<file path="config.mk">
export PLATFORM = sky130hd
export DESIGN_NAME = digest_out_buf
export DESIGN_NICKNAME = d
export VERILOG_FILES = /design/src/rtl/digest_out_buf.sv
export SDC_FILE = /design/constraint.sdc
export NUM_CORES = 1
export LEC_CHECK = 0
export CORE_MARGIN = 1
export CORE_UTILIZATION = 50
export DETAILED_ROUTE_END_ITERATION = 16
export PLACE_DENSITY = 0.67
export SYNTH_ARGS = -nofsm -noshare
export SYNTH_HDL_FRONTEND = slang
export SYNTH_SLANG_ARGS = --single-unit
export TNS_END_PERCENT = 50
</file>
<file path="constraint.sdc">
create_clock -name clk -period 7 [get_ports clk]
set_input_delay 1.05 -clock clk [delete_from_list [all_inputs] [get_ports clk]]
set_output_delay 1.05 -clock clk [all_outputs]
set_load 0.05 [all_outputs]
</file>
<file path="src/rtl/digest_out_buf.sv">
// Staging buffer between the BLAKE2s digest byte stream and the host pins:
// captures up to MAX_BYTES bytes, then replays them one per host read strobe.
module digest_out_buf #(
  parameter int MAX_BYTES = 32,
  parameter int IDX_W     = 5
) (
  input  logic       clk,
  input  logic       reset,
  input  logic [5:0] nn_i,
  input  logic       h_v_i,
  input  logic [7:0] h_i,
  input  logic       rd_i,
  output logic       hash_v_o,
  output logic [7:0] hash_o,
  output logic       busy_o,
  output logic       done_o,
  output logic       ovf_o
);

  typedef enum logic [1:0] {IDLE, CAPTURE, DRAIN} state_t;

  localparam logic [5:0]       MAX_NN   = 6'(MAX_BYTES);
  localparam logic [IDX_W-1:0] LAST_MAX = IDX_W'(MAX_BYTES - 1);
  localparam logic [IDX_W-1:0] IDX0     = '0;

  state_t           state_q;
  logic [IDX_W-1:0] wr_cnt_q;
  logic [IDX_W-1:0] rd_ptr_q;
  logic [IDX_W-1:0] last_q;
  logic             hash_v_q;
  logic [7:0]       hash_q;
  logic             busy_q;
  logic             done_q;
  logic             ovf_q;

  logic [7:0]       mem_q [MAX_BYTES];
  logic [IDX_W-1:0] nn_last_d;
  logic             wr_en_d;

  // Length is stored as the index of the final byte so it fits the pointer width.
  always_comb begin
    nn_last_d = LAST_MAX;
    if (nn_i != 6'd0 && nn_i <= MAX_NN) begin
      nn_last_d = IDX_W'(nn_i - 6'd1);
    end
  end

  assign wr_en_d = h_v_i && (state_q != DRAIN);

  always_ff @(posedge clk) begin
    if (wr_en_d) begin
      mem_q[wr_cnt_q] <= h_i;
    end
  end

  always_ff @(posedge clk or posedge reset) begin
    if (reset) begin
      state_q  <= IDLE;
      wr_cnt_q <= '0;
      rd_ptr_q <= '0;
      last_q   <= '0;
      hash_v_q <= 1'b0;
      hash_q   <= 8'h00;
      busy_q   <= 1'b0;
      done_q   <= 1'b0;
      ovf_q    <= 1'b0;
    end else begin
      done_q <= 1'b0;
      if (h_v_i && state_q == DRAIN) begin
        ovf_q <= 1'b1;
      end
      case (state_q)
        IDLE: begin
          if (h_v_i) begin
            last_q   <= nn_last_d;
            busy_q   <= 1'b1;
            wr_cnt_q <= IDX_W'(1);
            if (nn_last_d == IDX0) begin
              // Single-byte digest: the byte is not in memory yet, present it directly.
              state_q  <= DRAIN;
              hash_v_q <= 1'b1;
              hash_q   <= h_i;
            end else begin
              state_q <= CAPTURE;
            end
          end
        end
        CAPTURE: begin
          if (h_v_i) begin
            if (wr_cnt_q == last_q) begin
              state_q  <= DRAIN;
              hash_v_q <= 1'b1;
              hash_q   <= mem_q[IDX0];
            end else begin
              wr_cnt_q <= wr_cnt_q + 1'b1;
            end
          end
        end
        DRAIN: begin
          if (rd_i) begin
            if (rd_ptr_q == last_q) begin
              state_q  <= IDLE;
              busy_q   <= 1'b0;
              hash_v_q <= 1'b0;
              done_q   <= 1'b1;
              rd_ptr_q <= '0;
              wr_cnt_q <= '0;
            end else begin
              rd_ptr_q <= rd_ptr_q + 1'b1;
              hash_q   <= mem_q[rd_ptr_q + 1'b1];
            end
          end
        end
        default: begin
          state_q <= IDLE;
          busy_q  <= 1'b0;
        end
      endcase
    end
  end

  assign hash_v_o = hash_v_q;
  assign hash_o   = hash_q;
  assign busy_o   = busy_q;
  assign done_o   = done_q;
  assign ovf_o    = ovf_q;

endmodule
</file>
==> results of run 1 <==
==> per-layer routing <==
layer  GRT usage, %  up-vias
met2           35.2      250
li1               -     2822
met3           3.77       52
met4           7.66        0
met1           30.4     3266
met5              0        -
==> cell type report <==
cell class                 count  area, µm²  share of cell area, %
sequential                   285       8410                   63.0
multi-input combinational    373       3310                   24.8
clock buffer                  35        706                   5.28
tap                          319        399                   2.99
timing repair buffer          40        373                   2.79
clock inverter                14        119                  0.890
inverter                      11       41.3                  0.309
==> worst paths after layout <==
path | start | endpoint | slack (ns) | cells after the start
max reg2reg | rd_ptr_q[1] | hash_o[3] | 3.22 | 8
min in group asynchronous | reset | last_q[2] | 1.11 | 2
max | rd_ptr_q[1] | hash_o[3] | 3.22 | 8
min | ovf_o | ovf_o | 0.45 | 1
min reg2reg | ovf_o | ovf_o | 0.45 | 1
max in group asynchronous | reset | rd_ptr_q[0] | 5.14 | 2
==> cell usage in the layout (no fill, tap or decap), types with 3 or more instances in the layout <==
cell type,count
a21o_1,6
clkinv_1,5
nand3_1,10
clkbuf_16,27
nand4_1,5
nand2_1,48
a21oi_1,16
a2111oi_0,6
edfxtp_1,256
nand3b_1,3
nand2b_1,6
dfrtp_1,28
inv_1,11
mux2i_1,39
or3_1,4
xor2_1,8
ha_1,10
mux4_2,54
mux2_2,3
buf_4,11
nor2b_1,6
xnor2_1,7
nor2_1,64
clkinv_2,5
a221oi_1,6
clkdlybuf4s50_1,29
nor3_1,8
o21ai_0,23
a31oi_1,7
a32oi_1,3
clkbuf_1,8
==> power by group through the flow <==
stage          clock, µW  combinational (µW)  sequential, µW
2_1_floorplan          0                1510            2140
3_3_place_gp           0                2110            2080
3_5_place_dp           0                2140            2090
4_1_cts             1400                2150            2060
5_1_grt             1470                2310            2070
6_report            1380                2140            2060
==> through the flow <==
step	util, %	cells
finish	57.1	1077
global route	57.1	1077
CTS	57.1	1077
detailed placement	53.6	1028
global placement	53.6	1028
floorplan	-	701
==> state kept, by name (all words and copies together) (netlist names) <==
signal and flops:
hash_v_o 1, busy_o 1, last_q 5, done_o 1, wr_cnt_q 5, state_q 2
rd_ptr_q 5, hash_o 8, mem_q 256, ovf_o 1
==> worst register-to-register path, stage by stage (launching register included) <==
cell	delay, ns
dfrtp_1	0.43
ha_4	0.22
xor2_4	0.43
buf_4	0.78
mux4_2	0.52
mux2i_1	0.27
o21ai_0	0.15
a2111oi_0	0.68
a21oi_1	0.16
==> cells by family (layout without fill, tap and decap cells) <==
| group | count (synthesis) | after routing | share of synthesized area, % |
|---|---|---|---|
| multiplexers | 99 | 99 | 14.1 |
| flip-flops | 285 | 285 | 70.7 |
| adder cells (fa/ha/maj) | 11 | 11 | 1.16 |
| AND/OR/NAND/NOR | 166 | 166 | 6.46 |
| buffers and inverters | 43 | 100 | 1.71 |
| XOR/XNOR | 16 | 16 | 1.18 |
| AO/OA/AOI/OAI | 81 | 81 | 4.62 |
==> impl_metrics.env, run 1 <==
export IMPL_hold_ws_ns=0.454
export IMPL_dp_slack_ns=3.35
export IMPL_num_vias=6390
export IMPL_clockPowerShare_pct=24.7
export IMPL_synth_cell_area_mm2=0.0119
export IMPL_htreeDepth=1
export IMPL_postCtsHoldBufs=0
export IMPL_ys_seq_area_share_pct=70.7
export IMPL_fp_row_count=56
export IMPL_cts_resized=0
export IMPL_post_synth_top_count_cell="edfxtp_1"
export IMPL_placed_cell_area_mm2=0.0125
export IMPL_crit_buf_inv=1
export IMPL_cts_sinks=285
export IMPL_wirelength_um=25500
export IMPL_critical_path_class="register to register"
export IMPL_grt_max_degree=63
export IMPL_gp_congestion=0.905
export IMPL_gr_total_overflow=0
export IMPL_tightest_slew_ns=1.12
export IMPL_die_area_mm2=0.0244
export IMPL_core_mm2=0.0234
export IMPL_wl_met1_um=10800
export IMPL_ant_nets=0
export IMPL_die_x_um=156
export IMPL_synthArstFlopShare_pct=10.2
export IMPL_rsz0062_at_grt="no"
export IMPL_cpMaxStageDelayCell="buf_4"
export IMPL_grt_total_usage_pct=21.9
export IMPL_wire_per_inst_um=23.7
export IMPL_max_stage_delay_ns=0.77
export IMPL_clk_pin_slew_ns=0.06
export IMPL_p_int_uw=3650
export IMPL_dp_hpwl_um=16200
export IMPL_portBuffers=29
export IMPL_yosysTopAreaCellShare_pct=64.6
export IMPL_path_cells="ha_4 -> xor2_4 -> buf_4 -> mux4_2 -> mux2i_1 -> o21ai_0 -> a2111oi_0 -> a21oi_1"
export IMPL_cp_top_family="compound AO/OA/AOI/OAI gates"
export IMPL_drt_iter0_drc=572
export IMPL_clock_fmax_mhz=265
export IMPL_p_comb_share_pct=38.4
export IMPL_clock_skew_ns=0.0215
export IMPL_synthTopCellsByArea="edfxtp_1 65%, mux4_2 10%, dfrtp_1 6.1%, mux2i_1 3.3%, nor2_1 2.0%"
export IMPL_synth_top_cells_by_count="256 x edfxtp_1, 64 x nor2_1, 54 x mux4_2"
export IMPL_wl_met3_um=1640
export IMPL_dieHeight_um=156
export IMPL_drc_errors=0
export IMPL_relSlewSlack_pct=25.4
export IMPL_synth_nets=730
export IMPL_worst_ep_required_time_ns=7.38
export IMPL_stdcell_area_mm2=0.0134
export IMPL_viasPerCell=5.93
export IMPL_p_sw_uw=1920
export IMPL_postCtsSetupBuffers=0
export IMPL_n_antenna_cell=0
export IMPL_power_density_mw_per_mm2=417
export IMPL_worstPathMaxFanout=62
export IMPL_area_growth_pct=12.3
export IMPL_hold_path_class="register to register"
export IMPL_netSwitchingFraction_pct=34.4
export IMPL_ctsLongestPathBuffers=3
export IMPL_min_period_ns=3.78
export IMPL_ys_flop_type="edfxtp_1"
export IMPL_dr_wl_met2_um=12200
export IMPL_ys_types=55
export IMPL_grt_pass1_wl_um=39100
export IMPL_start_kind="register"
export IMPL_power_total_uw=5570
export IMPL_root_buffer="clkbuf_16"
export IMPL_cts_made_buffers=27
export IMPL_synth_edf_count=256
export IMPL_syn_area_per_cell_um2=17.0
export IMPL_fillers=1831
export IMPL_timing_final_crit_share_pct=54.0
export IMPL_fin_ws_ns=3.22
export IMPL_pin_count=30
export IMPL_setup_tns_ns=0
export IMPL_nNetsFinal=767
export IMPL_layout_drive_gt1_share_pct=15.2
export IMPL_synth_cells=701
export IMPL_initial_utilization_pct=50.8
export IMPL_antenna_found_initial=0
export IMPL_dr_max_layer_used="met4"
export IMPL_maxCapViolCount=0
export IMPL_ys_ff_latch=285
export IMPL_hold_viol=0
export IMPL_status="finished clean"
export IMPL_yosysWarnings=0
export IMPL_leakage_uw=0.00435
export IMPL_end_kind="register"
export IMPL_power_frac_seq_pct=36.9
export IMPL_setup_viol=0
export IMPL_arrival_ns=4.16
export IMPL_grt_pass1_vias=6569
export IMPL_finalMaxSlewViolations=0
export IMPL_firstDrtPassIters=5
export IMPL_yosysTopAreaCell="edfxtp_1"
export IMPL_insertion_delay_ns=0.53
export IMPL_tritoncts="yes"
export IMPL_vdd_drop_max_mv=0.240
No activity file was read; power rests on OpenSTA's default activity.
==> run 2, diff against run 1 <==
PLACE_DENSITY = 0.69   (was 0.67)
clock period = 3.25 ns   (was 7 ns; I/O delays follow)
==> run 2 against run 1 <==
  * Combinational power is 140% higher
  * Core utilization is 2.1 points higher
  * Total power increased by 130%
  * Non-clock buffer count grew 50
  * Sequential power rose by 110%
  * Count of clock-buffer cells in the layout grew 8
  * Clock power up 130%
  * Design area up 3.7%
  * Cell count grew 4.8%
  * Wire length rose by 1.2%
  * Largest power group unchanged
==> impl_metrics.env, run 2 (synthesis gave the netlist of run 1 again) <==
export IMPL_status="finished clean"
export IMPL_power_frac_seq_pct=34.6
export IMPL_arrival_ns=3.52
export IMPL_maxCapViolCount=0
export IMPL_relSlewSlack_pct=25.0
export IMPL_die_x_um=156
export IMPL_core_mm2=0.0234
export IMPL_firstDrtPassIters=5
export IMPL_grt_pass1_vias=6754
export IMPL_pin_count=30
export IMPL_wire_per_inst_um=22.8
export IMPL_p_comb_share_pct=40.6
export IMPL_hold_viol=0
export IMPL_fillers=1786
export IMPL_grt_pass1_wl_um=39100
export IMPL_netSwitchingFraction_pct=33.8
export IMPL_wirelength_um=25800
export IMPL_area_growth_pct=16.5
export IMPL_seqCellArea_mm2=0.00841
export IMPL_ctsLongestPathBuffers=3
export IMPL_postCtsHoldBufs=0
export IMPL_leakage_uw=0.00467
export IMPL_grt_total_usage_pct=21.8
export IMPL_n_antenna_cell=0
export IMPL_finalMaxSlewViolations=0
export IMPL_critical_path_class="register to register"
export IMPL_clock_fmax_mhz=323
export IMPL_start_kind="register"
export IMPL_clockPowerShare_pct=24.8
export IMPL_clock_skew_ns=0.0156
export IMPL_dp_slack_ns=0.0238
export IMPL_dp_hpwl_um=17000
export IMPL_die_area_mm2=0.0244
export IMPL_min_period_ns=3.10
export IMPL_setup_viol=0
export IMPL_final_cell_mix="256 x edfxtp_1, 64 x nor2_1, 58 x buf_4, 54 x mux4_2, 48 x nand2_1"
export IMPL_vdd_drop_max_mv=0.479
export IMPL_end_kind="register"
export IMPL_cts_made_buffers=28
export IMPL_initial_utilization_pct=50.8
export IMPL_timing_final_crit_share_pct=95.2
export IMPL_htreeDepth=1
export IMPL_worstPathMaxFanout=36
export IMPL_tightest_slew_ns=1.12
export IMPL_dieHeight_um=156
export IMPL_rsz0062_at_grt="no"
export IMPL_worst_ep_required_time_ns=3.68
export IMPL_tritoncts="yes"
export IMPL_ant_nets=0
export IMPL_insertion_delay_ns=0.54
export IMPL_gr_total_overflow=0
export IMPL_multi_input_comb_area_mm2=0.00331
export IMPL_p_int_uw=8390
export IMPL_drc_errors=0
export IMPL_power_density_mw_per_mm2=915
export IMPL_reg2regPathDepth=10
export IMPL_fp_row_count=56
export IMPL_hold_path_depth=1
export IMPL_drt_iter0_drc=506
export IMPL_fin_ws_ns=0.155
export IMPL_nNetsFinal=818
export IMPL_final_common_cell="edfxtp_1"
export IMPL_largest_reg_flops=256
export IMPL_portBuffers=29
export IMPL_hold_path_class="register to register"
export IMPL_layout_drive_gt1_share_pct=20.5
export IMPL_num_vias=6639
export IMPL_antenna_found_initial=0
export IMPL_p_sw_uw=4290
export IMPL_gp_congestion=0.884
export IMPL_setup_tns_ns=0
export IMPL_grt_max_degree=40
export IMPL_viasPerCell=5.88
export IMPL_top_register="mem_q"
export IMPL_root_buffer="clkbuf_16"
export IMPL_cts_sinks=285
export IMPL_clk_pin_slew_ns=0.06
## run 2: path summary, 6_finish.rpt
path	start	end	slack [ns]
worst max-delay path	rd_ptr_q[1]	hash_o[4]	0.15
worst min-delay path	ovf_o	ovf_o	0.46
worst max register to register	rd_ptr_q[1]	hash_o[4]	0.15
worst min register to register	ovf_o	ovf_o	0.46
max in group asynchronous	reset	rd_ptr_q[0]	1.95
min in group asynchronous	reset	hash_o[2]	0.55
## run 2: layout make-up
class                      count  area share (%)
tap                          319            2.88
timing repair buffer          90            5.72
clock buffer                  43            5.83
clock inverter                 8           0.641
inverter                      11           0.298
multi-input combinational    373            23.9
sequential                   285            60.7
## run 2: power groups by stage
stage,Combinational [µW],Sequential [µW],Clock [µW]
final,5140,4390,3140
after global placement,4920,4450,0
after CTS,5030,4390,3170
after global routing,5490,4410,3310
after floorplan,3240,4610,0
after detailed placement,4990,4470,0
## run 2: worst max-delay path, stage by stage, from the launching register on
cell and delay (ns):
dfrtp_1 0.44, ha_4 0.22, xor2_4 0.33, buf_12 0.28
buf_4 0.24, mux4_2 0.31, nor2_1 0.11, a221oi_1 0.11
a2111oi_0 0.65, buf_4 0.21, a21oi_1 0.05
## run 2: what timing repair did
action / CTS / global route
buffers inserted: 0 / 1
gates resized for setup: 0 / 3
setup endpoints to repair: 0 / 5
## run 2: metal layers
layer	share of wire [%]	wire, µm	GRT usage, %
met2	49	12600	35.9
met1	42	10700	29.5
met5	0	0	0
met3	6.4	1640	4.02
met4	3.1	803	6.91
## run 2: through the flow
step                cell area, µm²  hold WS (ns)  utilization, %  cells  total power (µW)
finish                       13900         0.461            59.2   1129             12700
global route                 13900         0.498            59.2   1129             13200
CTS                          13800         0.472            59.1   1128             12600
detailed placement           12900         0.459            55.2   1077              9460
global placement             12900         0.437            55.2   1077              9370
floorplan                    11900         0.497               -    701              7860
==> run 3, diff against run 2 <==
ABC_AREA = 1   (was unset)
==> run 3 against run 2 <==
  * Critical path depth did not move
  * Count of clock-buffer cells in the layout fell by 5
  * Via count rose by 39%
  * Sequential power barely moved
  * Clock skew rose by 0.0015 ns
  * Synthesized cell count rose by 85%
  * First-iteration DRC count rose by 110%
  * Setup slack improved by 0.49 ns
  * Combinational power rose by 9.5%
  * Die area rose by 7.8%
  * Clock power rose by 4%
  * Core utilization fell by 0.72 points
  * Critical path type unchanged
  * Critical endpoint is now hash_o[3]
  * Largest cell class unchanged
==> impl_metrics.env, run 3 <==
export IMPL_hold_viol=0
export IMPL_nNetsFinal=1397
export IMPL_netSwitchingFraction_pct=40.9
export IMPL_pin_count=30
export IMPL_ys_flop_type="edfxtp_1"
export IMPL_critical_path_class="register to register"
export IMPL_reg2reg_from="rd_ptr_q[0]"
export IMPL_min_period_ns=2.61
export IMPL_largest_reg_flops=256
export IMPL_vdd_drop_max_mv=0.788
export IMPL_tritoncts="yes"
export IMPL_dieHeight_um=162
export IMPL_cts_made_buffers=28
export IMPL_crit_path_start="rd_ptr_q[0]"
export IMPL_cts_sinks=285
export IMPL_htreeDepth=1
export IMPL_firstDrtPassIters=7
export IMPL_grt_pass1_wl_um=48700
export IMPL_initial_utilization_pct=51.0
export IMPL_synth_nets=1324
export IMPL_clk_pin_slew_ns=0.06
export IMPL_tightest_slew_ns=1.11
export IMPL_final_cell_mix="355 x nand2_1, 256 x edfxtp_1, 192 x nor2_1, 158 x nand3_1, 131 x inv_1"
export IMPL_dp_hpwl_um=21100
export IMPL_relSlewSlack_pct=25.9
export IMPL_ant_nets=0
export IMPL_arrival_ns=3.04
export IMPL_cts_resized=0
export IMPL_worst_ep_required_time_ns=3.68
export IMPL_p_comb_share_pct=42.4
export IMPL_yosysWarnings=0
export IMPL_yosysTopAreaCellShare_pct=59.9
export IMPL_root_buffer="clkbuf_16"
export IMPL_ys_seq_area_share_pct=65.6
export IMPL_start_kind="register"
export IMPL_p_int_uw=7850
export IMPL_setup_viol=0
export IMPL_grt_pass1_vias=8814
export IMPL_worstPathMaxFanout=64
export IMPL_gr_total_overflow=0
export IMPL_portBuffers=29
export IMPL_area_growth_pct=14.8
export IMPL_power_frac_seq_pct=33.1
export IMPL_n_antenna_cell=0
export IMPL_layout_drive_gt1_share_pct=9.21
export IMPL_clock_skew_ns=0.0171
export IMPL_rsz0062_at_grt="no"
export IMPL_drt_iter0_drc=1054
export IMPL_fin_cells=1720
export IMPL_core_mm2=0.0252
export IMPL_power_total_uw=13300
export IMPL_end_kind="register"
export IMPL_timing_final_crit_share_pct=80.2
export IMPL_antenna_found_initial=0
export IMPL_post_synth_top_count_cell="nand2_1"
export IMPL_wire_per_inst_um=18.4
export IMPL_power_density_mw_per_mm2=901
export IMPL_synth_cell_area_mm2=0.0128
export IMPL_grt_total_usage_pct=24.7
export IMPL_viasPerCell=5.35
export IMPL_status="finished clean"
export IMPL_ys_ff_latch=285
export IMPL_placedCellCount=1668
export IMPL_stdcell_area_mm2=0.0147
export IMPL_finalMaxSlewViolations=0
export IMPL_hold_path_class="primary input to async pin"
export IMPL_p_sw_uw=5430
export IMPL_fp_row_count=58
export IMPL_setup_tns_ns=0
export IMPL_wirelength_um=31600
export IMPL_synth_top_cells_by_count="355 x nand2_1, 256 x edfxtp_1, 192 x nor2_1"
export IMPL_die_area_mm2=0.0263
export IMPL_clockPowerShare_pct=24.5
export IMPL_syn_area_per_cell_um2=9.91
export IMPL_grt_max_degree=105
export IMPL_maxCapViolCount=0
export IMPL_clock_fmax_mhz=383
export IMPL_leakage_uw=0.00603
export IMPL_ys_types=29
export IMPL_yosysTopAreaCell="edfxtp_1"
export IMPL_reg2reg_setup_slack_ns=0.64
export IMPL_synth_edf_count=256
export IMPL_insertion_delay_ns=0.55
export IMPL_synthArstFlopShare_pct=10.2
export IMPL_top_register="mem_q"
export IMPL_synth_cells=1295
export IMPL_placed_cell_area_mm2=0.0138
export IMPL_synthTopCellsByArea="edfxtp_1 60%, nand2_1 10%, nand3_1 6.2%, dfrtp_1 5.7%, nor2_1 5.6%"
export IMPL_postCtsSetupBuffers=0
export IMPL_gp_congestion=0.894
export IMPL_final_common_cell="nand2_1"
export IMPL_postCtsHoldBufs=0
export IMPL_drc_errors=0
export IMPL_die_x_um=162
export IMPL_ctsLongestPathBuffers=3
export IMPL_num_vias=9202
run 3: cell types whose count changed after synthesis, moves of 39 or more:
cell     delta
inv_1     +121
mux2i_1    -39
mux4_2     -54
nand2_1   +307
nand3_1   +148
nor2_1    +128
o21ai_0    +41
run 3: area by class of cell:
class,count,area (µm²)
Fill cell,2121,10500
Tap cell,330,413
Inverter,134,504
Timing Repair Buffer,101,856
Multi-Input combinational cell,818,3610
Clock inverter,14,141
Clock buffer,38,790
Sequential cell,285,8420
run 3: power by group through the flow:
| stage | clock network (µW) | logic [µW] | registers [µW] |
|---|---|---|---|
| after floorplan | 0 | 3760 | 4620 |
| after global placement | 0 | 5450 | 4460 |
| after detailed placement | 0 | 5510 | 4470 |
| after CTS | 3290 | 5550 | 4390 |
| after global routing | 3410 | 6180 | 4420 |
| final | 3260 | 5630 | 4390 |
run 3: stage by stage:
| step | worst slack (ns) | hold WS [ns] | utilization (%) |
|---|---|---|---|
| final | 0.642 | 0.326 | 58.5 |
| after global routing | 0.513 | 0.391 | 58.5 |
| after CTS | 0.694 | 0.347 | 58.5 |
| after detailed placement | 0.712 | 0.483 | 54.8 |
| after global placement | 0.699 | 0.476 | 54.8 |
| after floorplan | 1.42 | 0.496 | - |
run 3: kinds of logic (layout without fill, tap and decap cells):
group                      Yosys count  in the layout  share of synthesized area (%)
AOI/OAI and AO/OA                   82             82                           3.30
xor gates and xnor gates            10             10                          0.917
adders and majority gates           11             11                           1.07
buffers and inverters              192            287                           6.41
DFF                                285            285                           65.6
and+or+nand+nor                    715            715                           22.8
run 3: path summary, 6_finish.rpt:
check | endpoint | depth (start not counted)
hold / removal | hash_o[3] | 2
setup / recovery | hash_o[3] | 10
hold reg to reg | ovf_o | 1
min in group clk | ovf_o | 1
max in group asynchronous | rd_ptr_q[0] | 3
setup reg to reg | hash_o[3] | 10
run 3: routing by layer:
metal | track usage (%) | share of wire (%)
met4 | 8.62 | 3.4
met2 | 41.0 | 48
met3 | 3.83 | 8.5
met5 | 0 | 0
met1 | 33.0 | 40
run 3: critical path, stage by stage, from the launching register on:
cell and delay (ns):
dfrtp_4 0.44, clkinv_2 0.46, buf_12 0.40, o21ai_0 0.39, nand2_1 0.11, nor2_1 0.11, nor2_1 0.05, nor2_1 0.26
nor2_1 0.12, nor2_1 0.11, nor2_1 0.04
